<file path="src/rtl/dmem_port_arbiter.sv">
`default_nettype none
// ============================================================================
// Module      : dmem_port_arbiter
// Description : Arbitrates the single-ported data RAM behind the MEM stage
//               between the pipeline (port P) and an external loader/debug
//               port (port L). The pipeline has default priority. A
//               starvation counter forces a loader slot after STARVE_LIMIT
//               waiting cycles, stalling the pipeline for that one cycle.
//               Loader accesses complete with a one-cycle l_ack pulse that
//               carries the read data returned by the RAM.
// Ports       : clk, reset           - clock, synchronous active-high reset
//               over                 - halt flag, suppresses all RAM writes
//               p_valid/p_op/p_addr/p_wdata -> p_rdata, p_stall
//                                    - pipeline MEM-stage access
//               l_req/l_we/l_addr/l_wdata -> l_ack, l_rdata
//                                    - loader request/acknowledge port
//               ram_addr/ram_we/ram_wdata <- ram_rdata
//                                    - RAM control pins, 1-cycle read latency
//               conflict_cnt         - saturating count of pipeline stalls
// Revision    : 1.0 - initial release
// ============================================================================
module dmem_port_arbiter #(
    parameter int ADDR_W       = 16,
    parameter int STARVE_LIMIT = 4,
    parameter int CNT_W        = 16
) (
    input  logic              clk,
    input  logic              reset,
    input  logic              over,
    input  logic              p_valid,
    input  logic [3:0]        p_op,
    input  logic [31:0]       p_addr,
    input  logic [31:0]       p_wdata,
    output logic [31:0]       p_rdata,
    output logic              p_stall,
    input  logic              l_req,
    input  logic              l_we,
    input  logic [ADDR_W-1:0] l_addr,
    input  logic [31:0]       l_wdata,
    output logic              l_ack,
    output logic [31:0]       l_rdata,
    output logic [ADDR_W-1:0] ram_addr,
    output logic              ram_we,
    output logic [31:0]       ram_wdata,
    input  logic [31:0]       ram_rdata,
    output logic [CNT_W-1:0]  conflict_cnt
);

    localparam int                WAIT_W   = 4;
    localparam logic [WAIT_W-1:0] LIMIT    = WAIT_W'(STARVE_LIMIT);
    localparam logic [3:0]        OP_LOAD  = 4'b1000;
    localparam logic [3:0]        OP_STORE = 4'b1001;

    typedef enum logic [0:0] {
        S_IDLE = 1'b0,
        S_LACK = 1'b1
    } state_t;

    state_t            state;
    logic [WAIT_W-1:0] wait_cnt;
    logic [ADDR_W-1:0] last_addr;

    logic p_acc;
    logic p_store;
    logic starve;
    logic g_l;

    // Only the word-address bits of p_addr reach the RAM.
    logic unused_addr_bits;
    assign unused_addr_bits = ^{p_addr[31:ADDR_W+2], p_addr[1:0]};

    assign p_store = (p_op == OP_STORE);
    assign p_acc   = p_valid & ((p_op == OP_LOAD) | p_store);
    assign starve  = (wait_cnt == LIMIT);

    // Loader grant. Masked by reset so nothing is issued while resetting.
    assign g_l = ~reset & l_req & (state == S_IDLE) & (~p_acc | starve);

    // A stall can only happen on a loader grant, and a grant is always
    // followed by S_LACK, so the pipeline never stalls twice in a row.
    assign p_stall = g_l & p_acc;

    // Ack is tied to the cycle after the grant; a reset landing in that
    // cycle swallows the ack so the loader re-requests.
    assign l_ack   = (state == S_LACK) & ~reset;
    assign l_rdata = l_ack ? ram_rdata : 32'h0;
    assign p_rdata = ram_rdata;

    // RAM control mux. When nobody accesses, the address holds the last
    // driven value so the RAM sees no spurious address toggling.
    always_comb begin
        ram_addr  = last_addr;
        ram_we    = 1'b0;
        ram_wdata = p_wdata;
        if (g_l) begin
            ram_addr  = l_addr;
            ram_we    = l_we & ~over;
            ram_wdata = l_wdata;
        end else if (p_acc) begin
            ram_addr  = p_addr[ADDR_W+1:2];
            ram_we    = p_store & ~over & ~reset;
            ram_wdata = p_wdata;
        end
    end

    always_ff @(posedge clk) begin
        if (reset) begin
            state        <= S_IDLE;
            wait_cnt     <= '0;
            conflict_cnt <= '0;
            last_addr    <= '0;
        end else begin
            case (state)
                S_IDLE:  if (g_l) state <= S_LACK;
                S_LACK:  state <= S_IDLE;
                default: state <= S_IDLE;
            endcase

            // Waiting time of the current loader request; frozen while the
            // previous loader access is being acknowledged.
            if (g_l || !l_req) begin
                wait_cnt <= '0;
            end else if ((state == S_IDLE) && (wait_cnt != LIMIT)) begin
                wait_cnt <= wait_cnt + WAIT_W'(1);
            end

            if (p_stall && (conflict_cnt != {CNT_W{1'b1}})) begin
                conflict_cnt <= conflict_cnt + CNT_W'(1);
            end

            if (g_l || p_acc) begin
                last_addr <= ram_addr;
            end
        end
    end

endmodule
`default_nettype wire

</file>
<file path="config.mk">
export PLATFORM = sky130hd
export DESIGN_NAME = dmem_port_arbiter
export DESIGN_NICKNAME = d
export VERILOG_FILES = /design/src/rtl/dmem_port_arbiter.sv
export SDC_FILE = /design/constraint.sdc
export NUM_CORES = 1
export LEC_CHECK = 0
export CAP_MARGIN = 20
export CORE_AREA = 2 2 110 112
export DETAILED_ROUTE_END_ITERATION = 16
export DIE_AREA = 0 0 112 114
export HOLD_SLACK_MARGIN = 0.03
export PLACE_DENSITY_LB_ADDON = 0.1
export SYNTH_ARGS = -nofsm -noshare
export SYNTH_HDL_FRONTEND = slang
export SYNTH_SLANG_ARGS = --single-unit
</file>
<file path="constraint.sdc">
create_clock -name clk -period 2.9 [get_ports clk]
set_input_delay 0.58 -clock clk [delete_from_list [all_inputs] [get_ports clk]]
set_output_delay 0.58 -clock clk [all_outputs]
set_load 0.01 [all_outputs]
</file>
==> flow_metrics.py, run 1 <==
metrics = {
    "global_routing": {
        "track_usage": 0.184,
        "grt_pass1_wl_mm": 19.0,
        "antenna_found_initial": 1,
        "grt_pass1_vias": 3681,
        "grt_overflow_total": 0,
        "grt_max_degree": 36,
    },
    "floorplanning": {
        "start_util": 0.246,
        "die_y_um": 114,
        "die_x_um": 112,
        "ios": 285,
        "coreArea_um2": 11700,
        "fp-row-count": 40,
        "die-area_um2": 12800,
    },
    "drt": {
        "vias_per_cell": 4.68,
        "postRouteAntennaNets": 0,
        "highest_layer": "met4",
        "dr_wl_met3_mm": 1.06,
        "wl_per_cell_um": 14.5,
        "routed_wl_mm": 12.6,
        "drt_first_pass_iters": 4,
        "drc": 0,
        "wl_met1_mm": 5.05,
        "initialDrtViolationCount": 155,
        "vias": 4069,
        "wl_met2_mm": 6.35,
    },
    "finish": {
        "num-fill-cells": 1162,
        "regArea_um2": 743,
        "fin_util": 0.519,
        "fin_nets": 878,
        "area.growth.synth_to_final_pct": 111,
        "drive_gt1_frac": 0.141,
        "multi_input_area_um2": 1820,
    },
    "placed_design": {
        "gp_routability_congestion": 0.829,
        "io_buffers": 268,
        "dp_hpwl_mm": 9.83,
    },
    "yosys": {
        "synth_top_area_frac": 0.258,
        "ys_seq_elements": 37,
        "synth-edff-count": 0,
        "syn-num-nets": 607,
        "yosysMostFrequentCell": "nand2_1",
        "postSynthCellCount": 450,
        "synth.yosys.warnings": 0,
        "async_reset_ff_frac": 0,
        "synth.distinct_cells": 38,
        "synth.avg_cell_area_um2": 6.39,
        "ys_top_cells_by_area": "dfxtp_1 (26%), nand2_1 (18%), buf_4 (8.4%)",
        "ys.flop_type": "dfxtp_1",
        "syn_area_um2": 2880,
        "synth_common_cells": "nand2_1 (135), nor2_1 (56), dfxtp_1 (37)",
        "yosysTopAreaCell": "dfxtp_1",
        "synth-seq-area-share": 0.258,
    },
    "timing": {
        "skew_ps": 3.43,
        "maxSlewViolCount": 0,
        "tns_ps": 0,
        "timing.fmax_ghz": 0.352,
        "hold_ws_ps": 494,
        "hold_viol": 0,
        "period_share": 0.978,
        "setup_viol": 0,
        "tightestPinTransition_ps": 410,
        "max_slew_margin": 0.727,
        "min_period_ps": 2840,
    },
    "power_and_ir_drop": {
        "clkPwrFrac": 0.325,
        "switching_share": 0.272,
        "irDropWorstVdd_v": 0.000223,
        "leakagePower_nw": 2.57,
        "p_int_mw": 1.29,
        "power_switching_mw": 0.483,
        "combPwrFrac": 0.370,
        "cellPowerDensity_nw_per_um2": 292,
        "p_seq_frac": 0.305,
    },
    "worst_setup_path": {
        "endpoint_kind": "output port",
        "cp_max_fo": 33,
        "cp_data_required_time_ps": 2320,
        "critical_path_class": "input pin to output port",
        "critPathArrivalTime_ps": 2260,
        "crit_path_start_kind": "input pin",
    },
    "clock_tree": {
        "clk_pin_slew_ps": 60,
        "cts_tree": "done",
        "cts_buffers": 5,
        "cts_root_buffer": "clkbuf_16",
        "cts_sinks": 37,
        "insertion_delay_ps": 280,
        "htree_num_levels": 2,
        "cts_hold_buf": 0,
        "cts.path.max_buffers": 2,
    },
    "flow_run": {
        "maxCapViolations": 0,
    },
    "run_status": {
        "status": "completed",
    },
    "worst_hold_path": {
        "hold_path_class": "register to register",
    },
}
-- logic make-up (layout without fill, tap and decap cells) --
| family | after synthesis | count (layout) | share of synthesized area |
|---|---|---|---|
| simple gates | 289 | 289 | 0.477 |
| flops | 37 | 37 | 0.258 |
| fa+ha+maj | 3 | 3 | 0.0131 |
| xor+xnor | 3 | 3 | 0.00914 |
| compound gates | 48 | 48 | 0.101 |
| mux | 3 | 3 | 0.0117 |
| buf+inv | 67 | 339 | 0.130 |
| other cells | 0 | 1 | 0 |
-- power groups by stage --
stage          Combinational [mW]  Sequential [mW]  Clock (mW)
2_1_floorplan               0.233            0.549           0
3_3_place_gp                0.681            0.551           0
3_5_place_dp                0.684            0.552           0
4_1_cts                     0.663            0.541       0.588
5_1_grt                     0.708            0.544       0.614
6_report                    0.657            0.541       0.577
-- layout make-up --
cell class              count  share of cell area
flip-flops and latches     37               0.122
clock inverters             1            0.000823
clock buffers               7              0.0251
multi-input cells         346               0.300
well taps                 147              0.0303
inverters                   5             0.00329
diodes                      1            0.000412
repair buffers            326               0.518
-- through the flow --
step / power [mW] / setup slack (ps) / instances / instance area [um^2]
final: 1.78 / 62.6 / 870 / 6080
after global routing: 1.87 / -15.0 / 870 / 6080
after CTS: 1.79 / -72.0 / 864 / 6060
after detailed placement: 1.24 / -387 / 848 / 5850
after global placement: 1.23 / -331 / 848 / 5850
after floorplan: 0.782 / 362 / 450 / 2880
-- metal layers --
layer,vias up,global-route usage
li1,2029,-
met1,1844,0.215
met2,179,0.334
met3,17,0.0531
met4,0,0.0439
met5,-,0
-- placed cells by master (no fill, tap or decap), types with 2 or more instances in the layout --
cell type	instances
nor2b_1	2
o21ai_0	4
nor4_1	17
and3_1	3
dlymetal6s2s_1	3
clkinv_2	2
or3_1	2
dfxtp_1	35
mux2_2	3
nand4_1	5
or4_1	9
clkdlybuf4s15_1	9
dlygate4sd2_1	22
buf_4	45
nand2_1	135
or4b_1	2
clkbuf_16	5
inv_1	4
nor2_1	56
dfxtp_2	2
nand3b_1	3
clkdlybuf4s50_1	213
nand3_1	8
buf_6	4
clkbuf_8	2
nand4b_1	2
nor3b_1	3
a21oi_1	14
ha_1	3
clkbuf_2	5
and2_1	32
o31ai_1	9
buf_12	7
xnor2_1	3
buf_16	2
a31oi_1	16
clkdlybuf4s15_2	2
buf_2	14
-- worst paths after layout --
| kind | end | slack [ps] | start | depth (start not counted) |
|---|---|---|---|---|
| max | l_rdata[11] | 60 | reset | 6 |
| min | last_addr[7] | 490 | last_addr[7] | 2 |
| max reg2reg | conflict_cnt[11] | 760 | state | 4 |
| min reg2reg | last_addr[7] | 490 | last_addr[7] | 2 |
-- flip-flops by register name (all words and copies together), names as in the netlist --
register	cells
conflict_cnt	16
last_addr	16
wait_cnt	4
state	1
-- timing repair --
item                                   in CTS  in global routing
setup buffers                               6                  5
endpoints found under the hold margin       0                  0
cloned                                      2                  0
gates resized for setup                   108                 28
setup endpoints to repair                  50                 62
pin swaps                                   1                  3
-- critical path: stages --
cell	delay (ps)
clkdlybuf4s50_1	440
buf_4	170
nor2b_2	150
buf_12	180
and2_1	180
clkdlybuf4s50_1	550
Note: power is estimated with default switching activity, not from simulation.
==> inputs of run 2 (changes only) <==
--- a/config.mk
+++ b/config.mk
@@ -11,6 +11,7 @@
 export DIE_AREA = 0 0 112 114
 export HOLD_SLACK_MARGIN = 0.03
 export PLACE_DENSITY_LB_ADDON = 0.1
+export SKIP_CTS_REPAIR_TIMING = 1
 export SYNTH_ARGS = -nofsm -noshare
 export SYNTH_HDL_FRONTEND = slang
 export SYNTH_SLANG_ARGS = --single-unit
==> flow_metrics.py, run 2 (same netlist as run 1, synthesis figures left out) <==
metrics = {
    "run_status": {
        "status": "finished with violations",
        "failed_checks": "setup timing",
    },
    "floorplanning": {
        "start_util": 0.246,
        "coreArea_um2": 11700,
        "ios": 285,
        "die_y_um": 114,
        "fp-row-count": 40,
        "die-area_um2": 12800,
        "die_x_um": 112,
    },
    "worst_setup_path": {
        "slowest_stage": "clkdlybuf4s50_1",
        "cp_data_required_time_ps": 2320,
        "crit_family": "buffers and inverters",
        "cp_cell_sequence": "clkdlybuf4s50_1, nor3b_2, buf_4, o21ai_4, buf_4, nor2_1, a31oi_1, clkdlybuf4s50_1",
        "endpoint_kind": "output port",
        "critPathArrivalTime_ps": 2320,
        "crit_path_start_kind": "input pin",
        "cpPeakStageDelay_ps": 550,
        "critPathBufInv": 4,
        "cp_max_fo": 7,
        "critical_path_class": "input pin to output port",
    },
    "power_and_ir_drop": {
        "p_int_mw": 1.31,
        "p_seq_frac": 0.302,
        "leakagePower_nw": 3.00,
        "power_switching_mw": 0.478,
        "switching_share": 0.267,
        "irDropWorstVdd_v": 0.000228,
        "clkPwrFrac": 0.322,
        "combPwrFrac": 0.376,
        "cellPowerDensity_nw_per_um2": 287,
    },
    "global_routing": {
        "track_usage": 0.176,
        "grt_pass1_wl_mm": 18.3,
        "grt_util_met2": 0.309,
        "antenna_found_initial": 1,
        "gr-usage-met3": 0.0531,
        "grt_busiest_layer": "met2",
        "grt_pass1_vias": 3608,
        "grt_max_degree": 36,
        "grt_overflow_total": 0,
        "grt_use_met1": 0.211,
    },
    "finish": {
        "largestRegisters": "conflict_cnt: 16 flops, last_addr: 16 flops, wait_cnt: 4 flops",
        "area.growth.synth_to_final_pct": 117,
        "layout_common_cells": "clkdlybuf4s50_1 (214), nand2_1 (135), nor2_1 (55)",
        "num-fill-cells": 1138,
        "post-route-cell-area_um2": 6240,
        "regArea_um2": 746,
        "drive_gt1_frac": 0.115,
        "multi_input_area_um2": 1820,
        "fin_nets": 875,
        "fin_util": 0.533,
        "layout_commonest_cell": "clkdlybuf4s50_1",
    },
    "clock_tree": {
        "cts.path.max_buffers": 2,
        "cts_tree": "done",
        "cts_sinks": 37,
        "cts_buffers": 5,
        "cts_root_buffer": "clkbuf_16",
        "clk_pin_slew_ps": 60,
        "insertion_delay_ps": 280,
        "htree_num_levels": 2,
    },
    "timing": {
        "min_period_ps": 2900,
        "maxSlewViolCount": 0,
        "tightestPinTransition_ps": 403,
        "setup_viol": 1,
        "skew_ps": 3.30,
        "max_slew_margin": 0.732,
        "hold_viol": 0,
        "period_share": 1.00,
        "rsz0062_at_grt": "true",
        "finalWorstSetupSlack_ps": -4.39,
        "timing.fmax_ghz": 0.344,
    },
    "drt": {
        "drt_first_pass_iters": 4,
        "wl_per_cell_um": 14.4,
        "drc": 0,
        "postRouteAntennaNets": 0,
        "initialDrtViolationCount": 136,
        "vias_per_cell": 4.67,
        "routed_wl_mm": 12.5,
        "vias": 4050,
    },
    "placed_design": {
        "dpl_cell_area_um2": 5850,
        "gp_routability_congestion": 0.829,
        "dp_hpwl_mm": 9.83,
        "io_buffers": 268,
    },
    "flow_run": {
        "maxCapViolations": 0,
    },
    "worst_hold_path": {
        "hold_path_class": "register to register",
    },
}
==> run 2: changes by cell type in the layout (fill, tap and decap cells not counted), sizes merged <==
cell           change
clkdlybuf4s50      +1
buf               -14
dlygate4sd2       -22
clkdlybuf4s15     -11
clkinv             -1
inv                +1
clkbuf             -4
dlymetal6s2s      +47
==> run 2: area by class of cell <==
type / count / share of cell area
sequential: 37 / 0.120
multi-input combinational: 346 / 0.292
clock inverter: 1 / 0.000802
tap: 147 / 0.0295
antenna: 1 / 0.000401
clock buffer: 7 / 0.0245
inverter: 5 / 0.00301
timing repair buffer: 323 / 0.530
==> run 2: final timing paths <==
| kind | from | slack [ps] | end | depth (start not counted) |
|---|---|---|---|---|
| setup / recovery | reset | -4 | ram_addr[4] | 8 |
| hold / removal | last_addr[7] | 500 | last_addr[7] | 2 |
| hold reg to reg | last_addr[7] | 500 | last_addr[7] | 2 |
| setup reg to reg | state | 760 | conflict_cnt[11] | 4 |
==> run 2: power groups by stage <==
| stage | sequential [mW] | combinational, mW | clock, mW |
|---|---|---|---|
| floorplan | 0.549 | 0.233 | 0 |
| global placement | 0.551 | 0.681 | 0 |
| detailed placement | 0.552 | 0.684 | 0 |
| CTS | 0.541 | 0.688 | 0.588 |
| global route | 0.544 | 0.725 | 0.614 |
| finish | 0.541 | 0.673 | 0.577 |
==> run 2: worst register-to-register path, cell delays in order (launching register included) <==
cell and delay, ps:
dfxtp_1 370, or3b_4 420, or4_1 620, or4_1 490
a21oi_1 170
==> run 2: per-layer routing <==
layer	vias up	routed length [um]
li1	2020	-
met3	20	1020
met2	176	6140
met1	1834	5110
met4	0	235
met5	-	0
==> run 2: through the flow <==
stage                     setup TNS, ps  power [mW]  hold WS [ps]  setup slack, ps  std cells
final                             -4.39        1.79           496            -4.39        867
after global routing               -263        1.88           523             -132        867
after CTS                        -14760        1.82           500             -395        856
after detailed placement         -14580        1.24           494             -387        848
after global placement           -12780        1.23           484             -331        848
after floorplan                       0       0.782           476              362        450
